===== src/rtl/tetris_pkg.sv =====
// Shared tetromino types, LFSR reset value and bag-generator FSM states.
// Also used by the colour lookup (piece_t).
package tetris_pkg;
  localparam int NUM_PIECES = 7;
  typedef logic [2:0] piece_t;
  localparam logic [15:0] LFSR_DEFAULT = 16'hACE1;

  typedef enum logic [1:0] {S_CAND, S_PROBE, S_READY} bag_state_e;

  // Map a raw 3-bit draw onto 0..6.
  function automatic piece_t piece_fold(input logic [2:0] raw);
    return (raw == 3'd7) ? 3'd0 : raw;
  endfunction

  function automatic piece_t piece_wrap(input piece_t p);
    return (p == 3'd6) ? 3'd0 : p + 3'd1;
  endfunction
endpackage


===== src/rtl/piece_bag_gen_if.sv =====
// Spawn-controller <-> piece generator handshake: seed control, request,
// current/preview pieces and their status flags.
interface piece_bag_gen_if;
  import tetris_pkg::*;
  logic [15:0] seed;
  logic        seed_load;
  logic        piece_req;
  piece_t      cur_piece;
  piece_t      next_piece;
  logic        piece_valid;
  logic        piece_ready;

  modport master (output seed, seed_load, piece_req,
                  input  cur_piece, next_piece, piece_valid, piece_ready);
  modport slave  (input  seed, seed_load, piece_req,
                  output cur_piece, next_piece, piece_valid, piece_ready);
endinterface


===== src/rtl/piece_bag_gen_lfsr16.sv =====
// 16-bit Fibonacci LFSR (taps 16,14,13,11) free-running every cycle;
// a zero load value is replaced by LFSR_DEFAULT so the register never locks up.
module lfsr16
  import tetris_pkg::*;
(
  input  logic        clk,
  input  logic        rst_n,
  input  logic        load,
  input  logic [15:0] load_val,
  output logic [15:0] q
);
  logic fb;
  assign fb = q[15] ^ q[13] ^ q[12] ^ q[10];

  always_ff @(posedge clk or negedge rst_n) begin
    if (!rst_n)    q <= LFSR_DEFAULT;
    else if (load) q <= (load_val == 16'h0000) ? LFSR_DEFAULT : load_val;
    else           q <= {q[14:0], fb};
  end
endmodule


===== src/rtl/piece_bag_gen.sv =====
// Tetromino generator: LFSR draws into a cur/next slot pair; with PIECE_BAG7_EN
// defined, a used-mask enforces 7-bag fairness, otherwise each pick is a raw draw.
module piece_bag_gen
  import tetris_pkg::*;
(
  input  logic          clk,
  input  logic          rst_n,
  piece_bag_gen_if.slave bus
);
  logic [15:0] lfsr;
  bag_state_e  state_q;
  piece_t      cand_q, cur_q, next_q;
  logic        tgt_q, cur_vld_q, next_vld_q;
  logic        hit;

  lfsr16 u_lfsr (
    .clk      (clk),
    .rst_n    (rst_n),
    .load     (bus.seed_load),
    .load_val (bus.seed),
    .q        (lfsr)
  );

`ifdef PIECE_BAG7_EN
  logic [NUM_PIECES-1:0] used_q, used_d;
  assign hit = used_q[cand_q];

  // Completing a bag empties the mask in the same cycle as the last commit.
  always_comb begin
    used_d = used_q | (7'b1 << cand_q);
    if (&used_d) used_d = '0;
  end

  always_ff @(posedge clk or negedge rst_n) begin
    if (!rst_n)                               used_q <= '0;
    else if (bus.seed_load)                   used_q <= '0;
    else if (state_q == S_PROBE && !hit)      used_q <= used_d;
  end
`else
  assign hit = 1'b0;
`endif

  always_ff @(posedge clk or negedge rst_n) begin
    if (!rst_n) begin
      state_q    <= S_CAND;
      cand_q     <= '0;
      cur_q      <= '0;
      next_q     <= '0;
      tgt_q      <= 1'b0;
      cur_vld_q  <= 1'b0;
      next_vld_q <= 1'b0;
    end else if (bus.seed_load) begin
      state_q    <= S_CAND;
      tgt_q      <= 1'b0;
      cur_vld_q  <= 1'b0;
      next_vld_q <= 1'b0;
    end else begin
      case (state_q)
        S_CAND: begin
          cand_q  <= piece_fold(lfsr[2:0]);
          state_q <= S_PROBE;
        end
        S_PROBE: begin
          if (hit) begin
            cand_q <= piece_wrap(cand_q);
          end else if (!tgt_q) begin
            cur_q     <= cand_q;
            cur_vld_q <= 1'b1;
            tgt_q     <= 1'b1;
            state_q   <= S_CAND;
          end else begin
            next_q     <= cand_q;
            next_vld_q <= 1'b1;
            state_q    <= S_READY;
          end
        end
        S_READY: begin
          // Shift preview into cur and refill only the preview slot.
          if (bus.piece_req) begin
            cur_q      <= next_q;
            next_vld_q <= 1'b0;
            tgt_q      <= 1'b1;
            state_q    <= S_CAND;
          end
        end
        default: state_q <= S_CAND;
      endcase
    end
  end

  assign bus.cur_piece   = cur_q;
  assign bus.next_piece  = next_q;
  assign bus.piece_valid = cur_vld_q;
  assign bus.piece_ready = cur_vld_q & next_vld_q;
endmodule


===== src/flat_wrapper.sv =====
// flat-port wrapper written by rule: the top's interface ports become plain ports
module piece_bag_gen_flat import tetris_pkg::*;
  (clk, rst_n, bus_seed, bus_seed_load, bus_piece_req, bus_cur_piece, bus_next_piece, bus_piece_valid, bus_piece_ready);
  piece_bag_gen_if bus_i ();
  input  logic clk;
  input  logic rst_n;
  input wire logic [$bits(bus_i.seed)-1:0] bus_seed;
  input wire logic [$bits(bus_i.seed_load)-1:0] bus_seed_load;
  input wire logic [$bits(bus_i.piece_req)-1:0] bus_piece_req;
  output wire logic [$bits(bus_i.cur_piece)-1:0] bus_cur_piece;
  output wire logic [$bits(bus_i.next_piece)-1:0] bus_next_piece;
  output wire logic [$bits(bus_i.piece_valid)-1:0] bus_piece_valid;
  output wire logic [$bits(bus_i.piece_ready)-1:0] bus_piece_ready;
  assign bus_i.seed = bus_seed;
  assign bus_i.seed_load = bus_seed_load;
  assign bus_i.piece_req = bus_piece_req;
  assign bus_cur_piece = bus_i.cur_piece;
  assign bus_next_piece = bus_i.next_piece;
  assign bus_piece_valid = bus_i.piece_valid;
  assign bus_piece_ready = bus_i.piece_ready;
  piece_bag_gen u_core (.clk(clk), .rst_n(rst_n), .bus(bus_i));
endmodule

===== config.mk =====
export PLATFORM = sky130hd
export DESIGN_NAME = piece_bag_gen_flat
export DESIGN_NICKNAME = d
export VERILOG_FILES = /design/src/rtl/tetris_pkg.sv /design/src/rtl/piece_bag_gen_if.sv /design/src/rtl/piece_bag_gen_lfsr16.sv /design/src/rtl/piece_bag_gen.sv /design/src/flat_wrapper.sv
export SDC_FILE = /design/constraint.sdc
export NUM_CORES = 1
export LEC_CHECK = 0
export ABC_AREA = 0
export CAP_MARGIN = 0
export CORE_MARGIN = 4
export CORE_UTILIZATION = 49
export CTS_CLUSTER_DIAMETER = 40
export DETAILED_ROUTE_END_ITERATION = 10
export GPL_TIMING_DRIVEN = 0
export PLACE_DENSITY_LB_ADDON = 0.3
export SLEW_MARGIN = 0
export SYNTH_ARGS = -nofsm -noshare
export SYNTH_HDL_FRONTEND = slang
export SYNTH_SLANG_ARGS = --single-unit

===== constraint.sdc =====
create_clock -name clk -period 1.7 [get_ports clk]
set_input_delay 0.255 -clock clk [delete_from_list [all_inputs] [get_ports clk]]
set_output_delay 0.255 -clock clk [all_outputs]
set_load 0.01 [all_outputs]

# [Yosys cells after proc, flatten, opt, wreduce, memory -nomap -nowiden]
# Cells that the tools add are included.
[totals] output_inout_bits=8 register_bits=30 word_cells=52 in_bits=20
[classes] muxes=20 n_eq_ne=8 bitwise_logic=5 n_reduce_logical=11
[op_table] operator="16-bit 2-to-1 mux" count=2
[op_table] operator="16-bit logical NOT" count=1
[op_table] operator="3-bit 2-to-1 mux" count=3
[op_table] operator="1-bit 2-to-1 mux" count=8
[op_table] operator="2-bit 2-to-1 mux" count=3
[op_table] operator="2-bit != test, second input constant" count=3
[op_table] operator="2-bit one-hot mux with 3 select lines" count=1
[op_table] operator="3-bit one-hot mux with 2 select lines" count=1
[op_table] operator="2-bit AND reduction" count=3
[op_table] operator="3-bit AND reduction" count=2
[op_table] operator="1-bit one-hot mux with 2 select lines" count=2
[op_table] operator="4-bit AND reduction" count=1
[op_table] operator="2-bit nonzero test" count=2
[op_table] operator="3-bit == test, second input constant" count=1
[op_table] operator="3-bit by 2-bit != test with 1-bit output, second input constant" count=1
[op_table] operator="3-bit != test, second input constant" count=1
[op_table] operator="3-bit nonzero test" count=1
[op_table] operator="1-bit XOR" count=3
[op_table] operator="2-bit by 1-bit == test with 1-bit output, second input constant" count=1
[op_table] operator="2-bit == test, second input constant" count=1
[op_table] operator="2-bit logical NOT" count=1
[op_table] operator="1-bit bitwise AND" count=1
[op_table] operator="1-bit inverter" count=1

# [Depth between registers and ports, before layout]
[depth] ltp_word=4 depth_mapped=3 mapped_depth_nobuf=3

# [Cells and area by module]
# A second synthesis with hierarchy kept.
[unflattened] cells_unflattened=96 hier_area_um2=1305.0
[by_module_without_submodules] module="lfsr16" area_each_um2=674.4 instances=1 cells_each=42 seq_area_each_um2=410.4
[by_module_without_submodules] module="piece_bag_gen" area_each_um2=630.6 instances=1 cells_each=54 seq_area_each_um2=350.3

# [Worst setup path after synthesis]
# No wires, ideal clock.
[synth_path] kind="register to register" startpoint="register u_core.state_q[1]" endpoint="register u_core.cur_q[0] (netlist: u_core.bus.cur_piece[0])" setup_ps=125 synth_period_minus_slack_ps=1595 path_slack_ps=105 arrival_time_ps=1470 n_path_buf=0 stages_incl_launch_ff=4 required_ps=1575 cell_sequence="dfrtp_1 -> or3b_2 -> a21oi_1 -> mux2_2"
[synth_between] elab_chain_len=3 word_cells_on_any_way=7 cone_classes="eq/ne (4); mux (1); reduce/logical (2)"
[synth_lines] item="start: declaration" line="piece_bag_gen.sv:11" source="bag_state_e state_q;"
[synth_lines] item="start signal: assignment" line="piece_bag_gen.sv:45" source="state_q <= S_CAND;"
[synth_lines] item="start signal: assignment" line="piece_bag_gen.sv:53" source="state_q <= S_CAND;"
[synth_lines] item="start signal: assignment" line="piece_bag_gen.sv:61" source="state_q <= S_PROBE;"
[synth_lines] item="2-bit by 1-bit == test with 1-bit output / 2-bit == test (equally long branches)" line="piece_bag_gen.sv:58" source="case (state_q)"
[synth_lines] item="2-bit != test (no source line) / 2-bit nonzero test (equally long branches)"
[synth_lines] item="4-bit AND reduction (no source line)"
[synth_lines] item="end signal: assignment" line="piece_bag_gen.sv:67" source="cur_q <= cand_q;"
[synth_lines] item="end signal: assignment" line="piece_bag_gen.sv:80" source="cur_q <= next_q;"
[synth_lines] item="end: declaration" line="piece_bag_gen.sv:12" source="piece_t cand_q, cur_q, next_q;"
# Several ways; a longest one is shown, not always the timed one.
# A chain may end at the register's enable or synchronous reset.

# [Final worst setup path]
# Same ends and word-level chain as after synthesis.

==> metrics <==
Worst-Margin Slew 0.651 ns; Power Density 1080 nW/µm²; Chip Width 59.2 µm; Clock Skew 0.00560 ns; Final GP Congestion 0.725; Leak 0.726 nW; Ant. Diodes 0; Critical Path AT 1.87 ns; Worst Reg-to-Reg Cells 3; Min-Delay Path Class in2reg; Slew HR 0.566; DRC violations left 0; die area 3510 µm²; critical path fanouts, max 6; Routed Antenna Nets 0; largest family of logic cells by synthesized area multiplexers; gr busiest metal met2; leading area contributor after synthesis dfrtp_1; Mapped Area 1280 µm²; R2R Path End u_core.bus.cur_piece[0]$_DFFE_PN0P_; Period minus WS final 1.66 ns; CP endpoint kind register; final setup vio count 0; Area contributors post-synth dfrtp_1 43%, dfstp_2 16%, mux2_2 15%, o22a_1 5.5%, or4_4 2.6%; sequential area share after synthesis 0.592; Syn-to-layout area delta 31.5%; Setup WS pre-CTS -0.427 ns; VDD IR max 0.000812 V; predominant post-synthesis flop cell dfrtp_1; fillers 194; post-synthesis mux area share 0.149; overflow left after global routing 0; initial antenna violation count 0; number of global-route vias before repair 1000; Synth Warn # 0; DRT iter0 DRCs 20; Clk pwr share 0.237; Switching Share 0.263; simple-gate share of the synthesized area 0.101; Crit path largest cell delay 0.54 ns; delay-heaviest family, CP simple AND/OR/NAND/NOR gates; Yosys reg bits 30; met2 usage 0.298; number of port buffers 27; met3 Resource Use GR 0.0501; H-tree Lvls 2; Initial Util 0.514; wire length of the first global-routing pass 4.24 mm; num rows 18; fin crit share 0.978; Comb power frac 0.248; CTS tree yes; post-DP HPWL 1.76 mm; via count 881; Wirelength per Cell 15.0 µm; WHS 0.222 ns; Core Region 2500 µm²; Worst Slack Setup Final 0.0381 ns; startpoint types register; overall die height 59.2 µm; Net Sw Power 0.483 mW; met1 Use GR 0.176; fmax 0.602 GHz; Worst-path clk slew 0.09 ns; Final Hold Fails 0; vias per cell 5.37; complex-gate fraction of the synthesized area 0.117; FF-to-FF Start u_core.state_q[1]$_DFFE_PN0P_; run status completed; worst hold path endpoint u_core.u_lfsr.q[0]$_DFF_PN1_; # nets final 153; crit-path cells or3b_2 > a21oi_4 > mux2_2; Sink Count 30; register-to-register setup slack 0.04 ns; Post-synth EDFFs 0; drt total wl 2.47 mm; Syn Inst Count 96; maxcap violations 0; clk root buf clkbuf_4; internal power 1.35 mW; Slew Limit Fails 0; CP max-delay cell or3b_2; worst skew pair latency 0.32 ns; CTS buffer count 5; # IOs 28; Post-synth top cells 22 x dfrtp_1, 17 x mux2_2, 8 x dfstp_2, 8 x o22a_1; Crit path required time 1.91 ns; critical path class reg2reg; pin count of the biggest net entering global routing 31; CP bufs+invs 0; Post-Synth XOR/XNOR Area 0.0204; Synth cell types 24; hold wc startpoint bus_seed[0]; count leader, synth dfrtp_1; share of layout cells above drive strength 1 0.313; Hold Crit Depth 2; Reg power frac 0.516; share of the synthesized area in the top cell type 0.428; ys async rst share 1.00; RSZ-0062 raised after global routing false; syn_area_per_cell 13.4 µm²; CTS max path bufs 2; GRT Total Usage 0.165; fraction of the mapped netlist area in adder cells 0; Mapped Nets 116; DR pass1 iterations 2
what timing repair did:
action | in CTS | in global routing
endpoints found under the hold margin | 0 | 15
setup endpoints to repair | 11 | 10
hold buffers | 0 | 1
setup buffers | 2 | 0
gates cloned | 0 | 0
pin swaps | 1 | 8
resized for setup | 1 | 3
through the flow:
stage	power [mW]	instance area, µm²	util	instances	setup TNS [ns]
2_1_floorplan	1.16	1280	-	96	0
3_3_place_gp	1.39	1590	0.637	153	-6.22
3_5_place_dp	1.41	1590	0.637	153	-8.09
4_1_cts	1.86	1670	0.669	163	0
5_1_grt	1.95	1690	0.676	164	0
6_report	1.83	1690	0.676	164	0
power groups by stage:
stage | registers (mW) | logic (mW) | clock network (mW)
after floorplan | 0.973 | 0.190 | 0
after global placement | 0.949 | 0.441 | 0
after detailed placement | 0.961 | 0.453 | 0
after CTS | 0.947 | 0.460 | 0.454
after global routing | 0.964 | 0.496 | 0.490
final | 0.945 | 0.454 | 0.433
routing by layer:
layer / vias up / part of all wire
met5: - / 0
met4: 0 / 0.013
met1: 432 / 0.39
met2: 23 / 0.53
li1: 421 / -
met3: 5 / 0.060
worst max path at each step:
stage,start,to,slack (ns),depth (start not counted)
3_5_place_dp,bus_seed[15],u_core.u_lfsr.q[11]$_DFF_PN1_,-0.43,4
4_1_cts,u_core.state_q[1]$_DFFE_PN0P_,u_core.bus.cur_piece[0]$_DFFE_PN0P_,0.006,3
2_1_floorplan,u_core.state_q[1]$_DFFE_PN0P_,u_core.bus.cur_piece[0]$_DFFE_PN0P_,0.11,3
3_3_place_gp,bus_seed[15],u_core.u_lfsr.q[7]$_DFF_PN1_,-0.41,4
6_report,u_core.state_q[1]$_DFFE_PN0P_,u_core.bus.cur_piece[0]$_DFFE_PN0P_,0.04,3
5_1_grt,bus_seed[1],u_core.u_lfsr.q[11]$_DFF_PN1_,0.004,5
state kept, by name, summed over array words and instances, names as in the netlist:
signal and count:
u_core.bus.cur_piece 3, u_core.bus.next_piece 3, u_core.bus.piece_valid 1, u_core.cand_q 3
u_core.next_vld_q 1, u_core.state_q 2, u_core.tgt_q 1, u_core.u_lfsr.q 16
placed cells by master, fill, tap and decap left out, types with 2 or more instances in the layout:
cell type,netlist,final
buf_4,0,2
o22a_1,8,8
xnor2_1,2,2
nand2_1,3,3
nor2_1,2,2
or4_4,3,3
o21ai_0,4,4
nor2b_1,2,2
dlymetal6s2s_1,0,2
mux2_2,17,17
clkdlybuf4s50_1,0,24
nand3_1,3,3
inv_1,5,5
dfrtp_1,22,22
a21oi_1,5,4
clkbuf_1,2,3
clkbuf_4,0,5
dfstp_2,8,8
final cells by class:
class | instances | area (µm²) | area share
multi-input cells | 59 | 509 | 0.301
repair buffers | 30 | 295 | 0.175
well taps | 30 | 37.5 | 0.0222
clock inverters | 1 | 5.00 | 0.00296
inverters | 5 | 18.8 | 0.0111
plain buffers | 2 | 7.51 | 0.00444
clock buffers | 7 | 55.1 | 0.0326
flip-flops and latches | 30 | 761 | 0.450
cell families (layout without fill, tap and decap cells):
| group | count (synthesis) | count (layout) |
|---|---|---|
| buffers and inverters | 7 | 45 |
| flip-flops | 30 | 30 |
| XOR/XNOR | 3 | 3 |
| multiplexers | 17 | 17 |
| AO/OA/AOI/OAI | 19 | 19 |
| AND/OR/NAND/NOR | 20 | 20 |
No activity file was read; power rests on OpenSTA's default activity.
==> edit (same settings) <==
Re-encode `bag_state_e` (3 states) as one-hot, 3 bits wide.
--- a/src/rtl/tetris_pkg.sv
+++ b/src/rtl/tetris_pkg.sv
@@ -5,7 +5,7 @@
   typedef logic [2:0] piece_t;
   localparam logic [15:0] LFSR_DEFAULT = 16'hACE1;
 
-  typedef enum logic [1:0] {S_CAND, S_PROBE, S_READY} bag_state_e;
+  typedef enum logic [2:0] {S_CAND = 3'b001, S_PROBE = 3'b010, S_READY = 3'b100} bag_state_e;
 
   // Map a raw 3-bit draw onto 0..6.
   function automatic piece_t piece_fold(input logic [2:0] raw);
Formal check against the unedited RTL: same outputs for any inputs over 10 cycles, from zero or initial values and one cycle with rst_n low; not proved beyond that.
==> edit against the original RTL <==
- first-iteration DRC count grew to 3.7 times the old value
- routed wire length is 14% higher
- worst setup slack got worse by 0.0039 ns
- power down 4.9%
- register-to-register slack improved by 0.02 ns
- global-route usage is 2.0 points higher
- sequential cell count up 1
- final area is 5.0% higher
- synthesized area is 7.3% higher
- critical path type is now input port to register
- largest power group unchanged
==> edit: results <==
[run_status]
status = finished clean

[yosys]
yosysWarnings = 0
synthDistinctLibCells = 28
synth_fp_nets = 119
yosys-top-cells-count = dfrtp_1 (22), mux2_2 (20), dfstp_2 (9), o22a_1 (7), a21oi_1 (4)
ys_seq_area_frac = 0.5708

[place]
place_congestion = 0.8574
dpl_cell_area_um2 = 1677
dp_hpwl_um = 2028
io_buffer_count = 26

[sta]
relSlewSlack = 0.5562
finClkSkew_ns = 0.01045

[pwr]
switchingPower_uw = 455.5
ir_worst_vdd_mv = 0.8003
power.density_nw_per_um2 = 981.9
power.share.combinational = 0.238
leakage_nw = 0.7414
p_seq_uw = 949

[critical_path]
slowest_stage = or4_4
regToRegEndpoint = u_core.bus.cur_piece[1]
ff2ff_setup_slack_ns = 0.06
worstSetupEndpoint = u_core.u_lfsr.q[13]
crit_family = buffers and inverters
crit_type = input port to register
path_max_fanout = 5
cp.arrival_ns = 1.93
worstSetupStartpoint = bus_seed[9]
rr_startpoint = u_core.state_q[2]

[final_layout]
largest_register_ffs = 16
clk_share = 0.02539
buf_share = 0.1721
buffers_excl_clock = 33
largest_class = registers
regMostFlops = u_core.u_lfsr.q
seq_share = 0.4436
nFillCells = 208
multi_input_gates = 63
layout-drive-gt1-share = 0.3630
multi_input_area_share = 0.3357
num-nonclk-inverters = 1
nets = 155

[route]
wirelength_um = 2822
via_per_inst = 5.721
drt-initial-drc-count = 73
wl_per_cell_um = 17.10

[floorplanning]
die_w_um = 61.05

[min_path]
worstHoldStart = bus_seed[8]
whs_endpoint = u_core.u_lfsr.q[8]

[cts]
cts-resized-gates = 4

[global_routing]
grt_max_degree = 32
grtUsageTotal = 0.1846
antenna_found_initial = 0
grt_pass1_wl_um = 4899
-- edit: through the flow --
step | util | hold WS (ns) | worst slack (ns)
3_5_place_dp | 0.6473 | 0.4677 | -0.4311
3_3_place_gp | 0.6473 | 0.4554 | -0.4053
4_1_cts | 0.6773 | 0.4731 | 0.005671
2_1_floorplan | - | -0.04059 | 0.01700
5_1_grt | 0.6850 | 0.2497 | -0.009485
6_report | 0.6850 | 0.2256 | 0.03419
-- edit: metal layers --
metal / up-vias / GRT usage / share of wire
met5: - / 0 / 0
li1: 435 / - / -
met4: 0 / 0.05573 / 0.013
met2: 20 / 0.3142 / 0.54
met1: 483 / 0.2199 / 0.40
met3: 6 / 0.06499 / 0.048
-- edit: kinds of logic after synthesis --
logic type,Yosys count,synth area share
muxes,20,0.1633
buffers and inverters,5,0.01451
xor gates and xnor gates,3,0.01906
AOI/OAI and AO/OA,21,0.1325
and+or+nand+nor,19,0.09982
DFF,31,0.5708
